$ cat config.mk
export PLATFORM = sky130hd
export DESIGN_NAME = sat_counter
export DESIGN_NICKNAME = d
export VERILOG_FILES = /design/src/rtl/sat_counter.sv
export SDC_FILE = /design/constraint.sdc
export NUM_CORES = 1
export LEC_CHECK = 0
export BUFFER_PORTS_ARGS = -buffer_cell sky130_fd_sc_hd__buf_4
export CAP_MARGIN = 20
export CORE_AREA = 10 10 47 49
export CTS_CLUSTER_SIZE = 20
export DETAILED_ROUTE_END_ITERATION = 8
export DIE_AREA = 0 0 57 59
export GPL_TIMING_DRIVEN = 0
export PLACE_DENSITY = 0.62
export SETUP_SLACK_MARGIN = 0.3
export SLEW_MARGIN = 20
export SYNTH_ARGS = -nofsm -noshare
export SYNTH_HDL_FRONTEND = slang
export SYNTH_SLANG_ARGS = --single-unit
$ cat constraint.sdc
create_clock -name clk -period 3.85 [get_ports clk]
set_input_delay 0.77 -clock clk [delete_from_list [all_inputs] [get_ports clk]]
set_output_delay 0.77 -clock clk [all_outputs]
set_load 0.01 [all_outputs]
$ cat src/rtl/sat_counter.sv
`default_nettype none
// ============================================================================
//  Module      : sat_counter
//  Description : Up-counter that sticks at its all-ones value; a clear takes
//                priority over a simultaneous increment.
//  Revision    : 1.0 - initial release
// ============================================================================
module sat_counter #(
    parameter int W = 8
) (
    input  wire logic         clk,
    input  wire logic         rst,
    input  wire logic         inc,
    input  wire logic         clr,
    output logic      [W-1:0] count
);
    localparam logic [W-1:0] C_MAX = '1;
    localparam logic [W-1:0] C_ONE = W'(1);

    // Count increments, holding at the maximum; clear wins.
    always_ff @(posedge clk or posedge rst) begin
        if (rst) begin
            count <= '0;
        end else if (clr) begin
            count <= '0;
        end else if (inc && (count != C_MAX)) begin
            count <= count + C_ONE;
        end
    end

endmodule
`default_nettype wire

-- After elaboration in Yosys (flattened, before gate mapping)
Cells that the tools add are included.
- add/sub/neg operators: 1
- equality and inequality tests: 1
- multiplexer cells: 2
- reduce and logical (&&, ||, !) cells: 2
- operator list (kind ; count):
    8-bit two-way mux ; 2
    8-bit by 1-bit adder with 8-bit output (second input constant) ; 1
    8-bit inequality test (second input constant) ; 1
    2-bit nonzero test ; 1
    1-bit logical AND ; 1
- register bits: 8
- word-level logic and storage cells: 7

-- Logic depth before layout (Yosys ltp)
Gate-level depths: netlist of the first run.
- depth in word-level cells: 4
- mapped depth: 4

-- Worst setup path after synthesis of the first run
OpenSTA, ideal clock, no wires.
- path kind: input-to-reg
- start: in inc
- end: reg count[5]
- library setup time: 125 ps
- arrival time: 1481 ps
- setup slack: 2243 ps
- cell stages on the path: 3
- path buffers: 0
- cell sequence: nand4_1 > a211oi_2 > mux2_4
- cells in the longest elaborated chain, start to end: 2
- ends and longest elaborated chain (element ; line ; source):
    start, declared ; 13 ; input wire logic inc,
    1-bit logical AND ; 26 ; end else if (inc && (count != C_MAX)) begin
    2-bit nonzero test (no line) ; -- ;
    end signal, assigned ; 27 ; count <= count + C_ONE;
    end, declared ; 15 ; output logic [W-1:0] count
Every way passes these cells.
A chain may end at the register's enable or synchronous reset.

-- Worst setup path in the final report of the first run
- start: reg count[7]
- end: out count[7]
No word-level cell between the ends.

==> qor.csv, run 1 <==
stage,metric,value,unit
run_status,status,"complete, no violations",
worst_setup_path,R2R setup slack,2.22,ns
worst_setup_path,CP Capture Type,output pin,
grt,largest net degree at the start of global routing,11,
floorplan,Site Rows,14,
cts,Num Clock Sinks,8,
routing,Via Count,416,
placed_design,IO Port Bufs,10,
logic_synthesis,"Seq/Total Area, Yosys",0.397,
cts,postcts setup bufs,0,
sta,RSZ-0062 raised after global routing,false,
logic_synthesis,syn avg cell area,10.3,µm²
sta,setup_tns,0,ns
placed_design,gpl congestion,0.739,
grt,first-pass GRT wire length,1.81,mm
floorplan,Die X,57,µm
finish,most frequent cells in the layout,"buf_4 (10), dfrtp_1 (8)",
cts,post-cts gate resize count,0,
sta,"Slew Viols, Final",0,
floorplan,core area,1400,µm²
grt,global route total overflow,0,
routing,Vias/cell,5.33,
worst_setup_path,CP Cell Sequence,buf_4,
sta,setup violators final,0,
grt,initial antenna violation count,0,
worst_setup_path,WP buf/inv,1,
sta,final hold slack,0.462,ns
cts,number of buffers created by CTS,3,
finish,"commonest non-fill, non-tap cell in the layout",buf_4,
finish,Layout Utilization,0.444,
cts,worst skew pair latency,0.26,ns
sta,final setup margin,2.19,ns
worst_setup_path,Worst Setup Path Type,flip-flop to output pin,
finish,ANT cells,0,
finish,"Area growth, synth to finish",23.3,%
worst_setup_path,"Arr. time, crit path",0.89,ns
sta,clk_skew,0.00369,ns
cts,clk slew on worst S/H paths,0.06,ns
sta,Slew HR,0.709,
grt,vias in the first global route,428,
placed_design,pre-CTS setup slack,2.05,ns
routing,drc violations,0,
logic_synthesis,Syn Std Cell Area,504,µm²
cts,clock root buffer,clkbuf_4,
worst_setup_path,critical path peak fanout,7,
finish,share of cells above drive strength 1,0.355,
pwr,Total Power,0.173,mW
routing,Starting DRT DRC Count,5,
worst_setup_path,"CP delay by family, top",flip-flops,
sta,fin crit period,1.66,ns
cts,number of H-tree levels,1,
floorplan,I/O pins,12,
logic_synthesis,Post-Syn Nets,54,
pwr,Leak Pwr,0.307,nW
run,max cap viols,0,
logic_synthesis,Yosys warning count,0,
grt,GRT Util Overall,0.0682,
logic_synthesis,Seq cells post-synth,8,
cts,CTS Hold Bufs,0,
cts,CTS tree,yes,
finish,max reg flops,8,
finish,top flop regs,count: 8 flops,
sta,Fin. Hold Viols,0,
pwr,VDD IR max,174,µV
sta,worst slew pin tran,0.436,ns
floorplan,Starting Density,0.360,
worst_setup_path,startpoint types,flip-flop,
logic_synthesis,post-synth cell types,25,
routing,Detailed Route WL,1.07,mm
routing,DR pass1 iterations,4,
finish,most flop-heavy register,count,
hold_path,Worst Hold Class,input pin to async pin,
worst_setup_path,Worst Path Required,3.08,ns
cts,Longest Clk Path Bufs,2,
sta,Max Clk Rate,0.602,GHz
routing,final antenna-violating net count,0,
routing,routed wire length per instance,13.8,µm
logic_synthesis,Cells after Synth,49,
floorplan,Die H,59,µm
worst_setup_path,"Slowest-stage cell, CP",dfrtp_1,
worst_setup_path,critical path's largest stage delay,0.45,ns
placed_design,HPWL Detailed,825,µm
sta,Tcrit/Tclk final,0.431,
finish,NumNets Final,69,
pwr,PD cells,278,nW/µm²
floorplan,die area,3360,µm²
## worst paths after layout
| check | cells after the start | endpoint | start |
|---|---|---|---|
| max | 1 | count[7] | count[7] |
| min | 2 | count[5] | rst |
| max reg2reg | 4 | count[5] | count[0] |
| min reg2reg | 2 | count[1] | count[1] |
| max in group asynchronous | 2 | count[1] | rst |
| min in group clk | 2 | count[1] | count[1] |
## metrics by stage
step                      area (µm²)  std cells
after CTS                        622         78
after global placement           599         75
final                            622         78
after floorplan                  504         49
after global routing             622         78
after detailed placement         599         75
## layer usage
metal / global-route usage / up-vias / share of wire
met4: 0.0503 / 0 / 0.023
met5: 0 / - / 0
met1: 0.0627 / 200 / 0.43
met3: 0.0279 / 4 / 0.060
li1: - / 205 / -
met2: 0.119 / 7 / 0.49
## area by class of cell
type	instances	area, µm²
fillers	144	779
multi-input cells	37	282
flip-flops and latches	8	200
repair buffers	10	75.1
clock buffers	3	22.5
well taps	16	20.0
plain buffers	2	15.0
inverters	2	7.51
## where the power goes
part / internal (mW) / total (mW) / switching, mW
Clock: 0.0358 / 0.0658 / 0.0300
Combinational: 0.00871 / 0.0182 / 0.00944
Sequential: 0.0862 / 0.0888 / 0.00265
## cells by family after synthesis
logic type / count (synthesis) / share of synthesized area
fa+ha+maj: 1 / 0.0248
flops: 8 / 0.397
buf+inv: 4 / 0.0447
compound gates: 9 / 0.156
simple gates: 22 / 0.238
mux: 5 / 0.139
## Yosys cell counts (all sizes together)
library cell | number | share of area
dfrtp | 8 | 0.40
a21oi | 4 | 0.055
mux2 | 4 | 0.12
nand2 | 4 | 0.030
nor2 | 4 | 0.030
nor2b | 4 | 0.050
inv | 2 | 0.015
nand3 | 2 | 0.020
nand4 | 2 | 0.025
a211oi | 1 | 0.025
a21boi | 1 | 0.022
and2b | 1 | 0.015
and3 | 1 | 0.012
and4 | 1 | 0.017
buf | 1 | 0.022
clkbuf | 1 | 0.0074
ha | 1 | 0.025
mux2i | 1 | 0.020
nand2b | 1 | 0.012
nand4b | 1 | 0.017
nor3 | 1 | 0.0099
o211a | 1 | 0.020
o21bai | 1 | 0.015
o311a | 1 | 0.020
(Power assumes the default switching activity.)
==> inputs of run 2 (changes only) <==
Clock period 3.85 ns to 1.59 ns, I/O delays scaled along.
==> run 2 against run 1 <==
Sequential power rose by 140%; design area is 18% higher; worst hold slack got worse by 0.46 ns; count of clock-buffer cells in the layout up 1; clock skew barely moved; register-to-register slack lost 2.1 ns; total power grew to 2.6 times the previous value; die area is the same; setup slack got worse by 2.1 ns; via count increased by 8.2%; sequential cell count unchanged; critical path type is now flip-flop to flip-flop; largest power group unchanged.
==> qor.csv, run 2 (synthesized netlist as in run 1, its figures left out) <==
stage,metric,value,unit
run_status,status,"complete, no violations",
sta,final setup margin,0.131,ns
worst_setup_path,Worst Setup Path Type,flip-flop to flip-flop,
finish,most flop-heavy register,count,
pwr,Comb pwr share,0.137,
finish,NumNets Final,79,
sta,worst slew pin tran,0.440,ns
placed_design,HPWL Detailed,840,µm
cts,number of H-tree levels,1,
floorplan,core area,1400,µm²
sta,Slew HR,0.707,
cts,Longest Clk Path Bufs,2,
cts,number of buffers created by CTS,3,
cts,worst skew pair latency,0.26,ns
sta,clk_skew,0.00376,ns
floorplan,die area,3360,µm²
routing,Detailed Route WL,1.24,mm
pwr,clock share of power,0.394,
placed_design,IO Port Bufs,10,
worst_setup_path,worst r2r src,count[0],
floorplan,Site Rows,14,
finish,share of cells above drive strength 1,0.479,
routing,Starting DRT DRC Count,13,
finish,most frequent cells in the layout,"buf_4 (17), dfrtp_1 (7)",
worst_setup_path,critical path peak fanout,3,
finish,ANT cells,0,
routing,DR pass1 iterations,4,
sta,Fin. Hold Viols,0,
routing,Vias/cell,5.06,
finish,Layout Utilization,0.521,
sta,fin crit period,1.46,ns
finish,fillers,143,
finish,top flop regs,count: 8 flops,
sta,RSZ-0062 raised after global routing,true,
floorplan,Die H,59,µm
grt,largest net degree at the start of global routing,11,
pwr,P_sw,0.117,mW
sta,final hold slack,0.00419,ns
cts,Num Clock Sinks,8,
finish,max reg flops,8,
cts,CTS tree,yes,
sta,Tcrit/Tclk final,0.917,
grt,first-pass GRT wire length,2.01,mm
pwr,Leak Pwr,0.357,nW
worst_setup_path,CP Capture Type,flip-flop,
placed_design,placed insts,75,
pwr,Reg power frac,0.469,
hold_path,Worst Hold Class,input pin to async pin,
routing,max layer used,met4,
sta,"Slew Viols, Final",0,
floorplan,Starting Density,0.360,
pwr,Total Power,0.456,mW
pwr,internal power,0.339,mW
finish,Final Non-Filler Cells,89,
run,max cap viols,0,
floorplan,Die X,57,µm
sta,Max Clk Rate,0.686,GHz
pwr,Switching Fraction,0.257,
grt,global route total overflow,0,
routing,routed wire length per instance,13.9,µm
worst_setup_path,CP startpoint,count[0],
worst_setup_path,startpoint types,flip-flop,
pwr,PD cells,624,nW/µm²
placed_design,gpl congestion,0.735,
finish,"commonest non-fill, non-tap cell in the layout",buf_4,
grt,initial antenna violation count,0,
finish,fin area,731,µm²
cts,clk slew on worst S/H paths,0.06,ns
placed_design,pre-CTS setup slack,0.106,ns
grt,GRT Util Overall,0.0772,
routing,final antenna-violating net count,0,
grt,vias in the first global route,440,
routing,drc violations,0,
finish,Reg area,201,µm²
routing,DRT met1 WL,557,µm
floorplan,I/O pins,12,
routing,met3 WL,94,µm
routing,Via Count,450,
sta,setup violators final,0,
placed_design,Placed Area,608,µm²
cts,clock root buffer,clkbuf_4,
routing,wire length on met2,580,µm
finish,area of the multi-input gates,299,µm²
finish,"Area growth, synth to finish",44.9,%
worst_setup_path,Worst Path Required,1.74,ns
pwr,VDD IR max,448,µV
sta,setup_tns,0,ns
worst_setup_path,"Arr. time, crit path",1.60,ns
-- run 2: final cells by class --
cell class / count / share of cell area
flip-flops and latches: 8 / 0.276
plain buffers: 2 / 0.0205
repair buffers: 20 / 0.221
well taps: 16 / 0.0274
multi-input cells: 37 / 0.409
inverters: 2 / 0.0103
clock buffers: 4 / 0.0360
-- run 2: power groups by stage --
stage | sequential, mW | combinational (mW) | clock [mW]
2_1_floorplan | 0.220 | 0.0244 | 0
3_3_place_gp | 0.218 | 0.0443 | 0
3_5_place_dp | 0.219 | 0.0451 | 0
4_1_cts | 0.214 | 0.0600 | 0.184
5_1_grt | 0.215 | 0.0713 | 0.196
6_report | 0.214 | 0.0625 | 0.180
-- run 2: per-layer routing --
metal  vias to the layer above  global-route usage
met3                         2              0.0300
li1                        224                   -
met1                       212              0.0876
met2                        12               0.113
met4                         0              0.0604
met5                         -                   0
-- run 2: critical path: stages, from the launching register on --
cell and delay (ns):
dfrtp_1 0.41, ha_4 0.17, and3_4 0.19, a211oi_2 0.25, mux2_4 0.32
-- run 2: repair_timing --
| item | 4_1_cts | 5_1_grt |
|---|---|---|
| hold buffers | 0 | 0 |
| setup buffers | 5 | 5 |
| endpoints found under the setup margin | 5 | 10 |
| hold endpoints to repair | 0 | 0 |
| gates resized for setup | 1 | 3 |
| pin swaps | 3 | 2 |
-- run 2: worst paths after layout --
path	to	slack [ns]	cells after the start
worst max register to register	count[5]	0.13	4
worst min-delay path	count[0]	0.004	2
max in group asynchronous	count[3]	1.33	2
min in group clk	count[2]	0.40	3
worst min register to register	count[6]	0.66	2
worst max-delay path	count[5]	0.13	4
